### src/rtl/multicycle_controller_pkg.sv
// Shared encodings for the multicycle controller: state codes, instruction
// fields, ALU operations and datapath mux selects.
package cpu_ctrl_pkg;

  typedef enum logic [3:0] {
    S_FETCH     = 4'd0,
    S_DECODE    = 4'd1,
    S_MEM_ADDR  = 4'd2,
    S_MEM_READ  = 4'd3,
    S_MEM_WB    = 4'd4,
    S_MEM_WRITE = 4'd5,
    S_EXEC_R    = 4'd6,
    S_R_WB      = 4'd7,
    S_EXEC_I    = 4'd8,
    S_I_WB      = 4'd9,
    S_BRANCH    = 4'd10,
    S_JUMP      = 4'd11,
    S_JAL       = 4'd12,
    S_JR        = 4'd13,
    S_TRAP      = 4'd15
  } state_e;

  typedef enum logic [3:0] {
    ALU_ADD = 4'd0,
    ALU_SUB = 4'd1,
    ALU_XOR = 4'd2,
    ALU_SLT = 4'd3
  } alu_op_e;

  localparam logic [5:0] OP_RTYPE = 6'h00;
  localparam logic [5:0] OP_J     = 6'h02;
  localparam logic [5:0] OP_JAL   = 6'h03;
  localparam logic [5:0] OP_BNE   = 6'h05;
  localparam logic [5:0] OP_XORI  = 6'h0E;
  localparam logic [5:0] OP_LW    = 6'h23;
  localparam logic [5:0] OP_SW    = 6'h2B;

  localparam logic [5:0] FN_JR  = 6'h08;
  localparam logic [5:0] FN_ADD = 6'h20;
  localparam logic [5:0] FN_SUB = 6'h22;
  localparam logic [5:0] FN_SLT = 6'h2A;

  localparam logic [1:0] REG_DST_RT  = 2'd0;
  localparam logic [1:0] REG_DST_RD  = 2'd1;
  localparam logic [1:0] REG_DST_R31 = 2'd2;

  localparam logic [1:0] WB_ALU_OUT = 2'd0;
  localparam logic [1:0] WB_MDR     = 2'd1;
  localparam logic [1:0] WB_PC      = 2'd2;

  localparam logic [1:0] ALUB_REGB   = 2'd0;
  localparam logic [1:0] ALUB_FOUR   = 2'd1;
  localparam logic [1:0] ALUB_IMM    = 2'd2;
  localparam logic [1:0] ALUB_IMM_SH = 2'd3;

  localparam logic [1:0] PC_SRC_ALU     = 2'd0;
  localparam logic [1:0] PC_SRC_ALU_OUT = 2'd1;
  localparam logic [1:0] PC_SRC_JUMP    = 2'd2;
  localparam logic [1:0] PC_SRC_REGA    = 2'd3;

  typedef struct packed {
    logic       pc_wr;
    logic       pc_wr_cond;
    logic       ir_wr;
    logic       iord;
    logic       mem_rd;
    logic       mem_wr;
    logic       reg_wr;
    logic [1:0] reg_dst;
    logic [1:0] mem_to_reg;
    logic       alu_src_a;
    logic [1:0] alu_src_b;
    alu_op_e    alu_cntrl;
    logic [1:0] pc_src;
  } ctrl_t;

  localparam ctrl_t CTRL_IDLE = '0;

  // Only the R-type functions that reach EXEC_R need an ALU mapping.
  function automatic alu_op_e funct_to_alu(input logic [5:0] funct);
    case (funct)
      FN_SUB:  return ALU_SUB;
      FN_SLT:  return ALU_SLT;
      default: return ALU_ADD;
    endcase
  endfunction

endpackage

### src/rtl/multicycle_controller_if.sv
// Controller <-> datapath signal bundle. The datapath side is the master
// (drives instruction fields and flags), the controller side is the slave.
interface multicycle_controller_if #(
  parameter int COUNT_W = 32
);
  logic [5:0]         opcode;
  logic [5:0]         funct;
  logic               zero;
  logic               mem_ready;
  logic               pc_wr;
  logic               pc_wr_cond;
  logic               ir_wr;
  logic               iord;
  logic               mem_rd;
  logic               mem_wr;
  logic               reg_wr;
  logic [1:0]         reg_dst;
  logic [1:0]         mem_to_reg;
  logic               alu_src_a;
  logic [1:0]         alu_src_b;
  logic [3:0]         alu_cntrl;
  logic [1:0]         pc_src;
  logic [3:0]         state;
  logic               illegal;
  logic [COUNT_W-1:0] retired;

  modport master (
    output opcode, funct, zero, mem_ready,
    input  pc_wr, pc_wr_cond, ir_wr, iord, mem_rd, mem_wr, reg_wr, reg_dst,
           mem_to_reg, alu_src_a, alu_src_b, alu_cntrl, pc_src, state,
           illegal, retired
  );

  modport slave (
    input  opcode, funct, zero, mem_ready,
    output pc_wr, pc_wr_cond, ir_wr, iord, mem_rd, mem_wr, reg_wr, reg_dst,
           mem_to_reg, alu_src_a, alu_src_b, alu_cntrl, pc_src, state,
           illegal, retired
  );
endinterface

### src/rtl/multicycle_controller_output_decode.sv
// Moore-style control decode: maps the current state (plus funct in EXEC_R
// and mem_ready in FETCH) to the full datapath strobe vector.
module ctrl_output_decode
  import cpu_ctrl_pkg::*;
(
  input  state_e     state_i,
  input  logic [5:0] funct_i,
  input  logic       mem_ready_i,
  output ctrl_t      ctrl_o
);

  always_comb begin
    ctrl_o = CTRL_IDLE;
    case (state_i)
      // PC+4 is computed every fetch cycle but only committed once memory delivers the word.
      S_FETCH: begin
        ctrl_o.mem_rd    = 1'b1;
        ctrl_o.alu_src_b = ALUB_FOUR;
        ctrl_o.pc_src    = PC_SRC_ALU;
        ctrl_o.ir_wr     = mem_ready_i;
        ctrl_o.pc_wr     = mem_ready_i;
      end
      S_DECODE: begin
        ctrl_o.alu_src_b = ALUB_IMM_SH;
      end
      S_MEM_ADDR: begin
        ctrl_o.alu_src_a = 1'b1;
        ctrl_o.alu_src_b = ALUB_IMM;
      end
      S_MEM_READ: begin
        ctrl_o.mem_rd = 1'b1;
        ctrl_o.iord   = 1'b1;
      end
      S_MEM_WRITE: begin
        ctrl_o.mem_wr = 1'b1;
        ctrl_o.iord   = 1'b1;
      end
      S_MEM_WB: begin
        ctrl_o.reg_wr     = 1'b1;
        ctrl_o.reg_dst    = REG_DST_RT;
        ctrl_o.mem_to_reg = WB_MDR;
      end
      S_EXEC_R: begin
        ctrl_o.alu_src_a = 1'b1;
        ctrl_o.alu_src_b = ALUB_REGB;
        ctrl_o.alu_cntrl = funct_to_alu(funct_i);
      end
      S_R_WB: begin
        ctrl_o.reg_wr     = 1'b1;
        ctrl_o.reg_dst    = REG_DST_RD;
        ctrl_o.mem_to_reg = WB_ALU_OUT;
      end
      S_EXEC_I: begin
        ctrl_o.alu_src_a = 1'b1;
        ctrl_o.alu_src_b = ALUB_IMM;
        ctrl_o.alu_cntrl = ALU_XOR;
      end
      S_I_WB: begin
        ctrl_o.reg_wr     = 1'b1;
        ctrl_o.reg_dst    = REG_DST_RT;
        ctrl_o.mem_to_reg = WB_ALU_OUT;
      end
      S_BRANCH: begin
        ctrl_o.alu_src_a  = 1'b1;
        ctrl_o.alu_src_b  = ALUB_REGB;
        ctrl_o.alu_cntrl  = ALU_SUB;
        ctrl_o.pc_wr_cond = 1'b1;
        ctrl_o.pc_src     = PC_SRC_ALU_OUT;
      end
      S_JUMP: begin
        ctrl_o.pc_wr  = 1'b1;
        ctrl_o.pc_src = PC_SRC_JUMP;
      end
      S_JAL: begin
        ctrl_o.pc_wr      = 1'b1;
        ctrl_o.pc_src     = PC_SRC_JUMP;
        ctrl_o.reg_wr     = 1'b1;
        ctrl_o.reg_dst    = REG_DST_R31;
        ctrl_o.mem_to_reg = WB_PC;
      end
      S_JR: begin
        ctrl_o.pc_wr  = 1'b1;
        ctrl_o.pc_src = PC_SRC_REGA;
      end
      default: ctrl_o = CTRL_IDLE;
    endcase
  end

endmodule

### src/rtl/multicycle_controller.sv
// Multicycle CPU control FSM: sequences fetch/decode/execute, counts
// retired instructions and traps permanently on illegal encodings.
module multicycle_controller
  import cpu_ctrl_pkg::*;
#(
  parameter int COUNT_W = 32
) (
  input logic             clk,
  input logic             reset,
  multicycle_controller_if.slave bus
);

  state_e             state_q, state_d;
  logic [COUNT_W-1:0] retired_q;
  logic               illegal_q;
  logic               retire;
  ctrl_t              ctrl, ctrl_gated;

  always_comb begin
    state_d = state_q;
    case (state_q)
      S_FETCH:     if (bus.mem_ready) state_d = S_DECODE;
      S_DECODE: begin
        case (bus.opcode)
          OP_LW, OP_SW: state_d = S_MEM_ADDR;
          OP_RTYPE: begin
            case (bus.funct)
              FN_ADD, FN_SUB, FN_SLT: state_d = S_EXEC_R;
              FN_JR:                  state_d = S_JR;
              default:                state_d = S_TRAP;
            endcase
          end
          OP_XORI: state_d = S_EXEC_I;
          OP_BNE:  state_d = S_BRANCH;
          OP_J:    state_d = S_JUMP;
          OP_JAL:  state_d = S_JAL;
          default: state_d = S_TRAP;
        endcase
      end
      S_MEM_ADDR:  state_d = (bus.opcode == OP_LW) ? S_MEM_READ : S_MEM_WRITE;
      S_MEM_READ:  if (bus.mem_ready) state_d = S_MEM_WB;
      S_MEM_WRITE: if (bus.mem_ready) state_d = S_FETCH;
      S_EXEC_R:    state_d = S_R_WB;
      S_EXEC_I:    state_d = S_I_WB;
      S_MEM_WB, S_R_WB, S_I_WB, S_BRANCH, S_JUMP, S_JAL, S_JR:
                   state_d = S_FETCH;
      S_TRAP:      state_d = S_TRAP;
      default:     state_d = S_TRAP;
    endcase
  end

  // Every path back to FETCH comes from a completing instruction; TRAP never leaves.
  assign retire = (state_q != S_FETCH) && (state_d == S_FETCH);

  always_ff @(posedge clk or posedge reset) begin
    if (reset) begin
      state_q   <= S_FETCH;
      retired_q <= '0;
      illegal_q <= 1'b0;
    end else begin
      state_q <= state_d;
      if (retire) retired_q <= retired_q + {{(COUNT_W-1){1'b0}}, 1'b1};
      if (state_d == S_TRAP) illegal_q <= 1'b1;
    end
  end

  ctrl_output_decode u_decode (
    .state_i     (state_q),
    .funct_i     (bus.funct),
    .mem_ready_i (bus.mem_ready),
    .ctrl_o      (ctrl)
  );

  // Reset masks the strobes so FETCH's read request cannot leak out while reset is held.
  assign ctrl_gated = reset ? CTRL_IDLE : ctrl;

  assign bus.pc_wr      = ctrl_gated.pc_wr;
  assign bus.pc_wr_cond = ctrl_gated.pc_wr_cond;
  assign bus.ir_wr      = ctrl_gated.ir_wr;
  assign bus.iord       = ctrl_gated.iord;
  assign bus.mem_rd     = ctrl_gated.mem_rd;
  assign bus.mem_wr     = ctrl_gated.mem_wr;
  assign bus.reg_wr     = ctrl_gated.reg_wr;
  assign bus.reg_dst    = ctrl_gated.reg_dst;
  assign bus.mem_to_reg = ctrl_gated.mem_to_reg;
  assign bus.alu_src_a  = ctrl_gated.alu_src_a;
  assign bus.alu_src_b  = ctrl_gated.alu_src_b;
  assign bus.alu_cntrl  = ctrl_gated.alu_cntrl;
  assign bus.pc_src     = ctrl_gated.pc_src;
  assign bus.state      = state_q;
  assign bus.illegal    = illegal_q;
  assign bus.retired    = retired_q;

endmodule

### src/flat_wrapper.sv
// flat-port wrapper written by rule: the top's interface ports become plain ports
module multicycle_controller_flat import cpu_ctrl_pkg::*;
#(
  parameter int COUNT_W = 32
)
  (clk, reset, bus_opcode, bus_funct, bus_zero, bus_mem_ready, bus_pc_wr, bus_pc_wr_cond, bus_ir_wr, bus_iord, bus_mem_rd, bus_mem_wr, bus_reg_wr, bus_reg_dst, bus_mem_to_reg, bus_alu_src_a, bus_alu_src_b, bus_alu_cntrl, bus_pc_src, bus_state, bus_illegal, bus_retired);
  multicycle_controller_if #(.COUNT_W(COUNT_W)) bus_i ();
  input logic clk;
  input logic reset;
  input wire logic [$bits(bus_i.opcode)-1:0] bus_opcode;
  input wire logic [$bits(bus_i.funct)-1:0] bus_funct;
  input wire logic [$bits(bus_i.zero)-1:0] bus_zero;
  input wire logic [$bits(bus_i.mem_ready)-1:0] bus_mem_ready;
  output wire logic [$bits(bus_i.pc_wr)-1:0] bus_pc_wr;
  output wire logic [$bits(bus_i.pc_wr_cond)-1:0] bus_pc_wr_cond;
  output wire logic [$bits(bus_i.ir_wr)-1:0] bus_ir_wr;
  output wire logic [$bits(bus_i.iord)-1:0] bus_iord;
  output wire logic [$bits(bus_i.mem_rd)-1:0] bus_mem_rd;
  output wire logic [$bits(bus_i.mem_wr)-1:0] bus_mem_wr;
  output wire logic [$bits(bus_i.reg_wr)-1:0] bus_reg_wr;
  output wire logic [$bits(bus_i.reg_dst)-1:0] bus_reg_dst;
  output wire logic [$bits(bus_i.mem_to_reg)-1:0] bus_mem_to_reg;
  output wire logic [$bits(bus_i.alu_src_a)-1:0] bus_alu_src_a;
  output wire logic [$bits(bus_i.alu_src_b)-1:0] bus_alu_src_b;
  output wire logic [$bits(bus_i.alu_cntrl)-1:0] bus_alu_cntrl;
  output wire logic [$bits(bus_i.pc_src)-1:0] bus_pc_src;
  output wire logic [$bits(bus_i.state)-1:0] bus_state;
  output wire logic [$bits(bus_i.illegal)-1:0] bus_illegal;
  output wire logic [$bits(bus_i.retired)-1:0] bus_retired;
  assign bus_i.opcode = bus_opcode;
  assign bus_i.funct = bus_funct;
  assign bus_i.zero = bus_zero;
  assign bus_i.mem_ready = bus_mem_ready;
  assign bus_pc_wr = bus_i.pc_wr;
  assign bus_pc_wr_cond = bus_i.pc_wr_cond;
  assign bus_ir_wr = bus_i.ir_wr;
  assign bus_iord = bus_i.iord;
  assign bus_mem_rd = bus_i.mem_rd;
  assign bus_mem_wr = bus_i.mem_wr;
  assign bus_reg_wr = bus_i.reg_wr;
  assign bus_reg_dst = bus_i.reg_dst;
  assign bus_mem_to_reg = bus_i.mem_to_reg;
  assign bus_alu_src_a = bus_i.alu_src_a;
  assign bus_alu_src_b = bus_i.alu_src_b;
  assign bus_alu_cntrl = bus_i.alu_cntrl;
  assign bus_pc_src = bus_i.pc_src;
  assign bus_state = bus_i.state;
  assign bus_illegal = bus_i.illegal;
  assign bus_retired = bus_i.retired;
  multicycle_controller #(.COUNT_W(COUNT_W)) u_core (.clk(clk), .reset(reset), .bus(bus_i));
endmodule
### config.mk
export PLATFORM = sky130hd
export DESIGN_NAME = multicycle_controller_flat
export DESIGN_NICKNAME = d
export VERILOG_FILES = /design/src/rtl/multicycle_controller_pkg.sv /design/src/rtl/multicycle_controller_if.sv /design/src/rtl/multicycle_controller_output_decode.sv /design/src/rtl/multicycle_controller.sv /design/src/flat_wrapper.sv
export SDC_FILE = /design/constraint.sdc
export NUM_CORES = 1
export LEC_CHECK = 0
export ABC_AREA = 1
export CORE_UTILIZATION = 35
export DETAILED_ROUTE_END_ITERATION = 7
export HOLD_SLACK_MARGIN = 0.03
export PLACE_DENSITY = 0.64
export SETUP_SLACK_MARGIN = 0.4
export SYNTH_ARGS = -nofsm -noshare
export SYNTH_HDL_FRONTEND = slang
export SYNTH_HIERARCHICAL = 1
export SYNTH_SLANG_ARGS = --single-unit
export TNS_END_PERCENT = 100
### constraint.sdc
create_clock -name clk -period 2.3 [get_ports clk]
set_clock_uncertainty 0.1 [all_clocks]
set_input_delay 0.46 -clock clk [delete_from_list [all_inputs] [get_ports clk]]
set_output_delay 0.46 -clock clk [all_outputs]
set_load 0.01 [all_outputs]
* After elaboration in Yosys (flattened, before gate mapping)
Cells that the tools add are included.
** Storage, ports and cells
- Register bits after elaboration :: 37
- Input port bits :: 16
- Output and inout bits :: 57
- Logic and storage cells :: 62
** Operators by class
- Add/sub/neg operators :: 1
- Eq/ne operators :: 24
- Mux-type cells :: 20
- Reduce and logical (&&, ||, !) cells :: 14
** Operators by type and width (number)
- 32-bit by 1-bit adder with 32-bit output, second input constant :: 1
- 4-bit case mux with 8 select lines :: 1
- 6-bit == test, second input constant :: 5
- 4-bit == test, second input constant :: 7
- 4-bit case mux with 6 select lines :: 1
- 20-bit two-way mux :: 1
- 5-bit case mux with 4 select lines :: 1
- 2-bit case mux with 3 select lines :: 3
- 4-bit by 3-bit == test with 1-bit output, second input constant :: 4
- 6-bit by 2-bit == test with 1-bit output, second input constant :: 2
- 6-bit by 4-bit == test with 1-bit output, second input constant :: 2
- 4-bit two-way mux :: 3
- 2-bit OR reduction :: 5
- 4-bit by 2-bit == test with 1-bit output, second input constant :: 2
- 4-bit logical NOT :: 2
- 4-bit case mux with 2 select lines :: 1
- 7-bit OR reduction :: 1
- 6-bit by 3-bit == test with 1-bit output, second input constant :: 1
- 6-bit logical NOT :: 1
- 1-bit two-way mux :: 6
- 3-bit OR reduction :: 2
- 4-bit by 1-bit == test with 1-bit output, second input constant :: 1
- 2-bit case mux with 2 select lines :: 1
- 4-bit nonzero test :: 1
- 4 further kinds :: 4

* Depth between registers and ports, before layout
Gate-level depths: netlist (run 1).
- Depth after elaboration :: 7
- Gate-level depth with buffers :: 14
- Mapped depth without buffers :: 13

* Hierarchy
The synthesis (run 1) kept the hierarchy.
** By module, submodules not included
- multicycle_controller :: instances 1, cells each 424, area each 2803.9 um^2, sequential area each 925.9 um^2
- ctrl_output_decode :: instances 1, cells each 59, area each 275.3 um^2, sequential area each 0.0 um^2

* Least setup slack after synthesis (run 1)
Ideal clock, no wire load.
- Path kind :: register -> register
- Start point :: register u_core.state_q[1] (netlist: u_core/bus.state[1])
- End point :: register u_core.retired_q[22] (netlist: u_core/bus.retired[22])
- Library setup time :: 0.117 ns
- Arrival time :: 1.694 ns
- Data required time :: 2.083 ns
- Setup slack :: 0.389 ns
- Stages on the path, launching flop included :: 13
- Path buffers :: 2
- Period minus slack after synthesis :: 1.911 ns
- Path through :: dfrtp_1 > buf_2 > nand2_1 > nor2_1 > inv_2 > nand2_1 > nor3b_1 > nand2_2 > nor2_4 > nand2_4 > buf_6 > nand2_1 > nand2_1
** On the way
- Cells in the longest elaborated chain, start to end :: 5
- Elaborated cells between the ends (all ways) :: 22
- Those cells by class :: eq/ne (13); mux (4); reduce/logical (5)
** RTL lines
- start: declaration :: RTL line multicycle_controller.sv:13 : state_e state_q, state_d;
- start signal: assignment :: RTL line multicycle_controller.sv:61 : state_q <= state_d;
- 4-bit by 3-bit == test with 1-bit output or 4-bit == test (tied branches) :: RTL line multicycle_controller.sv:21 : case (state_q)
- 7-bit OR reduction :: RTL line multicycle_controller.sv:21
- 4-bit case mux with 8 select lines (*) :: RTL line multicycle_controller.sv:21
- via u_core.state_d[0] :: RTL line multicycle_controller.sv:13
- 4-bit logical NOT (*) :: RTL line multicycle_controller.sv:53 : assign retire = (state_q != S_FETCH) && (state_d == S_FETCH);
- 1-bit logical AND (*) :: RTL line multicycle_controller.sv:53
- end signal: assignment :: RTL line multicycle_controller.sv:62 : if (retire) retired_q <= retired_q + {{(COUNT_W-1){1'b0}}, 1'b1};
- end: declaration :: RTL line multicycle_controller.sv:14 : logic [COUNT_W-1:0] retired_q;
The timed path passes the listed nets; every way through them passes the cells marked *.
A chain may end at the register's enable or synchronous reset.

* Worst setup path after layout (run 1)
- Start point :: register u_core.state_q[1] (netlist: u_core/bus.state[1])
- End point :: register u_core.retired_q[5] (netlist: u_core/bus.retired[5])
** On the way
- Cells in the longest elaborated chain, start to end :: 5
- Elaborated cells between the ends (all ways) :: 22
- Those cells by class :: eq/ne (13); mux (4); reduce/logical (5)
** RTL lines (RTL line)
- 4-bit by 3-bit == test with 1-bit output or 4-bit == test (tied branches) :: multicycle_controller.sv:21
- 7-bit OR reduction :: multicycle_controller.sv:21
- 4-bit case mux with 8 select lines :: multicycle_controller.sv:21
- 4-bit logical NOT :: multicycle_controller.sv:53
- 1-bit logical AND (*) :: multicycle_controller.sv:53
Every way passes the cells marked *; elsewhere a longest branch is shown, timed or not.

==> results.md, run 1 <==
* Hold WC Path Type: reg2reg
* Sum Neg Setup Slack at 0 ns
* Largest net degree at the start of global routing at 38
* Antenna violations before repair at 0
* CP Capture Type: flop
* Slew Viols, Final at 0
* All-Layer GR Usage at 0.2152
* Dpl hpwl at between 6000 and 7000 um
* Die ar. at ~9200 sq um
* Share of cells above drive strength 1 at 0.4109
* Initial Util at 0.3674
* # setup viols final at 0
* Max_cap viols at 0
* Area growth syn-to-layout at 63.84%
* PortBufs at 69
* Post-synthesis sequential area ratio at 0.3007
* Min Clock Period, post-route at 2.176 ns
* Place WS at -0.3264 ns
* Die X at 95.80 um
* N_diodes at 0
* Via count at around 3700
* Worst-skew pair later-pin latency at approximately 0.30 ns
* Detail Route Antenna Nets at 0
* Crit path DAT at 2.25 ns
* Async SR Flop Fraction at 1.000
* Switching part of the total at 0.4625
* Maximum clock frequency at between 400 and 500 MHz
* Unrepaired setup endpoints after global routing: true
* Yosys warns at 6
* Placed insts at 660
* Synthesized cell area at between 3000 and 4000 sq um
* FF/Latch Area at 963.4 sq um
* Sequential power share at 0.140
* Worst Tran Pin Value at 0.4876 ns
* Hold buffers post-CTS at 0
* Routed vias/inst at approximately 5.0
* Non-filler cells, final at around 730
* Avg WL per Cell at ~14 um
* Critical path type: reg2reg
* Drt drc at 0
* Max VDD drop at around 600 uV
* Nets at around 640
* Post-route clock period utilization at 0.9462
* Core area at between 8000 and 9000 sq um
* I/O Pins at 73
* Total gr overflow at 0
* Synth cell types at 35
* H-tree levels at 2
* Critical Path RT at between 2 and 2.5 ns
* Die H at 95.80 um
* P per Cell Area at approximately 1200 nW/um^2
* Post-route cell area at slightly above 5000 sq um
* Crit path setup slack, layout at about 0.12 ns
* Total power at slightly above 0.006 W
* Clk root buf: clkbuf_8
* Total Wirelength at 10540 um
* Clk pwr share at 0.074
* TritonCTS clock tree: built
* Synth area leaders: dfrtp_1, nand2_1, nand3_1
* Top-area cell type share of the netlist area at 0.3007
* Combinational Power Share at 0.785
* Synthesized area per cell at around 6.4 sq um
* Multi-input gate area at 2205 sq um
* Largest area contributor in the netlist: dfrtp_1
* Clock sink total at 37
* Static leakage at 2.485 nW
* Slew HR at 0.6719
* Num CTS Buffers at 5
* GPL Wtd Cong at 0.8948
* P_sw at roughly 0.0028 W
* CTS max path bufs at 2
* EDFF count, synth at 0
* Clk slew on worst S/H paths at roughly 0.07 ns
* CP max FO at 8
* Final number of hold-violating endpoints at 0
* Synth Register Bits at 37
* Initial DRC count at about 180
* Primary FF master, synth: dfrtp_1
* First-pass GRT wire length at ~15000 um
* Final-layout fill cell count at about 740
* Int Pwr at between 0.003 and 0.004 W
* Router iterations before antenna repair at 4
* Cells after Synth at slightly below 500
* Vias in the first global route at about 3300
* CP Launch Type: flop
* DP Area at between 3000 and 4000 sq um
* Outcome: completed
* Rows at 33
-- power groups by stage --
stage | logic [W] | registers [W] | clock network (W)
after floorplan | 0.00148 | 0.000874 | 0
after global placement | 0.00219 | 0.000880 | 0
after detailed placement | 0.00221 | 0.000883 | 0
after CTS | 0.00383 | 0.000844 | 0.000469
after global routing | 0.00505 | 0.000872 | 0.000498
final | 0.00481 | 0.000859 | 0.000455
-- routing by layer --
layer	up-vias	global-route usage	wire length (um)
li1	1797	-	-
met1	1714	0.2773	4509
met2	122	0.3690	5170
met3	23	0.03160	599
met4	0	0.06965	261
met5	-	0	0
-- placed cells by master, fill, tap and decap left out, types with 9 or more instances in the layout --
master	instances
xnor2_1	13
buf_4	41
nand3_2	18
xor2_1	14
dlygate4sd2_1	16
nand3_1	40
inv_1	47
nand2_2	43
inv_2	14
dfrtp_2	30
buf_2	20
buf_6	21
nand2_1	96
nand4_1	13
nor3_1	9
clkdlybuf4s50_1	32
nor2_4	13
nor2_1	62
-- layout make-up --
type	instances	share of cell area
multi-input cells	367	0.4370
repair buffers	146	0.2795
flip-flops and latches	37	0.1910
inverters	65	0.05010
well taps	105	0.02604
clock buffers	6	0.01438
clock inverters	2	0.001984
-- timing repair --
item / 4_1_cts / 5_1_grt
gates resized for setup: 182 / 88
pin swaps: 36 / 45
setup buffers: 27 / 22
gates cloned: 7 / 4
endpoints found under the setup margin: 65 / 73
-- logic make-up (layout without fill, tap and decap cells) --
group,Yosys count,after routing,synth area share
other,1,2,0.001218
AOI/OAI and AO/OA,14,14,0.02560
and+or+nand+nor,320,323,0.4693
buffers and inverters,83,219,0.1223
xor gates and xnor gates,27,27,0.07680
DFF,37,37,0.3007
adders and majority gates,1,1,0.004063
-- through the flow --
step / util / hold WS (ns)
floorplan: - / 0.4003
global placement: 0.4726 / 0.3492
detailed placement: 0.4726 / 0.3549
CTS: 0.5407 / 0.3737
global route: 0.6019 / 0.3912
finish: 0.6019 / 0.3617
-- registers in the layout, indices dropped and copies added (netlist names) --
signal	cells
u_core/bus.state	4
u_core/bus.retired	32
u_core/bus.illegal	1
-- synth_stat cells (2+ instances only) --
cell and count:
a21oi_1 5, buf_2 3, buf_4 8, buf_6 4, clkbuf_1 2, dfrtp_1 37, inv_1 57, inv_2 7
nand2_1 140, nand2_2 7, nand3_1 58, nand3_2 2, nand3b_1 2, nand4_1 13, nor2_1 71, nor2_2 8
nor2_4 4, nor3_1 9, nor3b_1 2, o21ai_0 2, o21ai_1 3, xnor2_1 13, xor2_1 14
-- final timing paths --
check	startpoint	to	slack, ns	depth (start not counted)
worst max-delay path	u_core/bus.state[1]$_DFF_PP0_	u_core/bus.retired[5]$_DFFE_PP0P_	0.12	14
worst min-delay path	u_core/bus.illegal$_DFFE_PP0N_	u_core/bus.illegal$_DFFE_PP0N_	0.36	2
worst max register to register	u_core/bus.state[1]$_DFF_PP0_	u_core/bus.retired[5]$_DFFE_PP0P_	0.12	14
worst min register to register	u_core/bus.illegal$_DFFE_PP0N_	u_core/bus.illegal$_DFFE_PP0N_	0.36	2
max in group asynchronous	reset	u_core/bus.retired[6]$_DFFE_PP0P_	1.20	4
min in group asynchronous	reset	u_core/bus.retired[1]$_DFFE_PP0P_	0.54	4
-- worst max-delay path: stages, from the launching register on --
cell and delay [ns]:
dfrtp_2 0.45, buf_6 0.14, buf_8 0.13, inv_4 0.05, nand2_2 0.04, nand4_1 0.09, nand3_1 0.11, nor2_2 0.16
nand3_2 0.14, nor2_8 0.14, buf_6 0.12, buf_8 0.12, nand2_8 0.09, nand2_2 0.07, nand2_1 0.08
No activity file was read; power rests on OpenSTA's default activity.
==> run 2: changes to the inputs <==
ABC_AREA = default   (was 1)
PLACE_DENSITY = 0.66   (was 0.64)
==> results.md, run 2 <==
* Hold WC Path Type: reg2reg
* Via count at 2706
* Slew Viols, Final at 0
* Unrepaired setup endpoints after global routing: true
* Critical Path RT at between 2 and 2.5 ns
* TritonCTS clock tree: built
* Hold path start: u_core/bus.retired[31]$_DFFE_PP0P_
* Hold depth at 1
* Worst flop-to-flop path startpoint: u_core/bus.state[2]$_DFF_PP0_
* Commonest non-fill, non-tap cell in the layout: buf_4
* Rows at 30
* Largest net degree at the start of global routing at 38
* Avg WL per Cell at 15.06 um
* I/O Pins at 73
* Area growth syn-to-layout at 79.92%
* Num CTS Buffers at 5
* Failing checks: setup timing
* All-Layer GR Usage at 0.2063
* Cells after Synth at roughly 270
* Synth cell types at between 60 and 70
* Max_cap viols at 0
* Post-route cell area at between 4000 and 5000 sq um
* Post-route clock period utilization at 1.057
* EDFF count, synth at 0
* Worst reg2reg setup slack at -0.13 ns
* Hold path endpoint: u_core/bus.retired[31]$_DFFE_PP0P_
* Final number of hold-violating endpoints at 0
* Synthesized cell area at between 2000 and 3000 sq um
* GPL Wtd Cong at ~0.85
* Primary FF master, synth: dfrtp_1
* H-tree levels at 2
* Worst-skew pair later-pin latency at between 0.2 and 0.3 ns
* Async SR Flop Fraction at 1.000
* # setup viols final at 30
* Yosys warns at 6
* Most frequent cells in the layout: buf_4, clkdlybuf4s50_1, dfrtp_1
* Router iterations before antenna repair at 4
* First-pass GRT wire length at 12330 um
* Detail Route Antenna Nets at 0
* Synth area leaders: dfrtp_1, xnor2_1, nor2b_1
* Static leakage at 2.030 nW
* R2R Path End: u_core/bus.retired[21]$_DFFE_PP0P_
* Max reg flops at 32
* Crit path setup slack, layout at -0.1301 ns
* CP Launch Type: flop
* Clk slew on worst S/H paths at around 0.080 ns
* Max VDD drop at 753.9 uV
* Initial DRC count at 85
* Drt drc at 0
* Die H at 86.81 um
* Sum Neg Setup Slack at -1.851 ns
* Synth Register Bits at 37
* Hold buffers post-CTS at 0
* Synth top cells by count: dfrtp_1, xnor2_1, nor2b_1
* Maximum clock frequency at around 410 MHz
* Antenna violations before repair at 0
* Routed vias/inst at between 5 and 6
* Vias in the first global route at 2596
* DP Area at approximately 3800 sq um
* Min Clock Period, post-route at 2.430 ns
* CTS max path bufs at 2
* Final-layout fill cell count at about 520
* Largest area contributor in the netlist: dfrtp_1
* Top-area cell type share of the netlist area at 0.3678
* Initial Util at 0.3665
* Total gr overflow at 0
* Critical path type: reg2reg
* P per Cell Area at 978.7 nW/um^2
* Die X at approximately 87 um
* CP max FO at 5
* Synthesized area per cell at a little over 9 sq um
* Clk root buf: clkbuf_8
* Core area at a little under 7000 sq um
* CP Capture Type: flop
* Post-synthesis sequential area ratio at 0.3678
* Total Wirelength at between 7000 and 8000 um
* Worst-case reg-to-reg path depth at 11
* Dpl hpwl at a little under 5000 um
* Nets at around 440
* Die ar. at between 7000 and 8000 sq um
* N_diodes at 0
* Crit path DAT at ~2.5 ns
* Most frequent cell after synthesis: dfrtp_1
* PortBufs at 69
* Share of cells above drive strength 1 at 0.5059
* Clock sink total at 37
* Outcome: finished with violations
## run 2: cell types whose count changed in the layout (fill, tap and decap cells not counted), moves of 18 or more
| cell | delta |
|---|---|
| buf_4 | +20 |
| dfrtp_1 | +21 |
| dfrtp_2 | -21 |
| inv_1 | -43 |
| nand2_1 | -84 |
| nand2_2 | -40 |
| nand3_1 | -33 |
| nor2_1 | -55 |
| nor2b_1 | +18 |
## run 2: layer usage
metal | global-route usage | up-vias | routed length (um)
met5 | 0 | - | 0
met4 | 0.07424 | 0 | 154
met3 | 0.02952 | 15 | 300
met2 | 0.3486 | 79 | 3964
met1 | 0.2681 | 1330 | 3457
li1 | - | 1282 | -
## run 2: cell type report
cell class / instances / area, sq um / share of cell area
Clock buffer: 6 / 72.57 / 0.01602
Inverter: 5 / 18.77 / 0.004144
Timing Repair Buffer: 161 / 1470 / 0.3246
Clock inverter: 2 / 10.01 / 0.002210
Sequential cell: 37 / 937.1 / 0.2069
Multi-Input combinational cell: 216 / 1901 / 0.4196
Tap cell: 96 / 120.1 / 0.02652
## run 2: power by group
part           leakage, nW  switching [W]  internal, W
clock network       0.0450       0.000230     0.000210
logic                 1.50        0.00141      0.00173
registers            0.485       0.000105     0.000748
## run 2: worst max path at each step
stage | startpoint | endpoint | slack [ns] | cells after the start
floorplan | u_core/bus.state[2]$_DFF_PP0_ | u_core/bus.retired[6]$_DFFE_PP0P_ | -0.07 | 9
global placement | bus_opcode[0] | u_core/bus.retired[29]$_DFFE_PP0P_ | -0.70 | 9
detailed placement | bus_opcode[0] | u_core/bus.retired[29]$_DFFE_PP0P_ | -0.73 | 9
CTS | u_core/bus.state[2]$_DFF_PP0_ | u_core/bus.retired[29]$_DFFE_PP0P_ | -0.18 | 10
global route | u_core/bus.state[2]$_DFF_PP0_ | u_core/bus.retired[29]$_DFFE_PP0P_ | -0.22 | 11
finish | u_core/bus.state[2]$_DFF_PP0_ | u_core/bus.retired[21]$_DFFE_PP0P_ | -0.13 | 11
## run 2: what timing repair did
item,in CTS,in global routing
setup buffers,21,15
gates cloned,1,1
pin swaps,27,29
resized for setup,174,55
setup endpoints to repair,59,65
## run 2: through the flow
| step | hold slack, ns | worst slack, ns | total power (W) | util | cells |
|---|---|---|---|---|---|
| 2_1_floorplan | 0.3986 | -0.07371 | 0.002078 | - | 275 |
| 4_1_cts | 0.3811 | -0.1754 | 0.004002 | 0.6151 | 507 |
| 6_report | 0.3860 | -0.1301 | 0.004433 | 0.6594 | 523 |
| 3_5_place_dp | 0.3637 | -0.7339 | 0.003092 | 0.5508 | 477 |
| 5_1_grt | 0.4176 | -0.2221 | 0.004676 | 0.6594 | 523 |
| 3_3_place_gp | 0.3579 | -0.6951 | 0.003071 | 0.5508 | 477 |
## run 2: cell families (layout without fill, tap and decap cells)
logic type | Yosys count | count (layout) | share of synthesized area
adders and majority gates | 1 | 1 | 0.004969
and+or+nand+nor | 148 | 148 | 0.3643
DFF | 37 | 37 | 0.3678
muxes | 2 | 2 | 0.008449
AOI/OAI and AO/OA | 29 | 29 | 0.08648
other | 1 | 2 | 0.001490
buffers and inverters | 22 | 174 | 0.04821
xor gates and xnor gates | 34 | 34 | 0.1183
## run 2: critical path: stages, from the launching register on
cell       delay [ns]
dfrtp_1          0.40
buf_6            0.13
and4bb_4         0.20
buf_6            0.12
buf_6            0.10
o31ai_4          0.27
nand4_4          0.15
nor4b_4          0.33
buf_4            0.17
clkbuf_16        0.15
nand3_4          0.07
xnor2_2          0.12
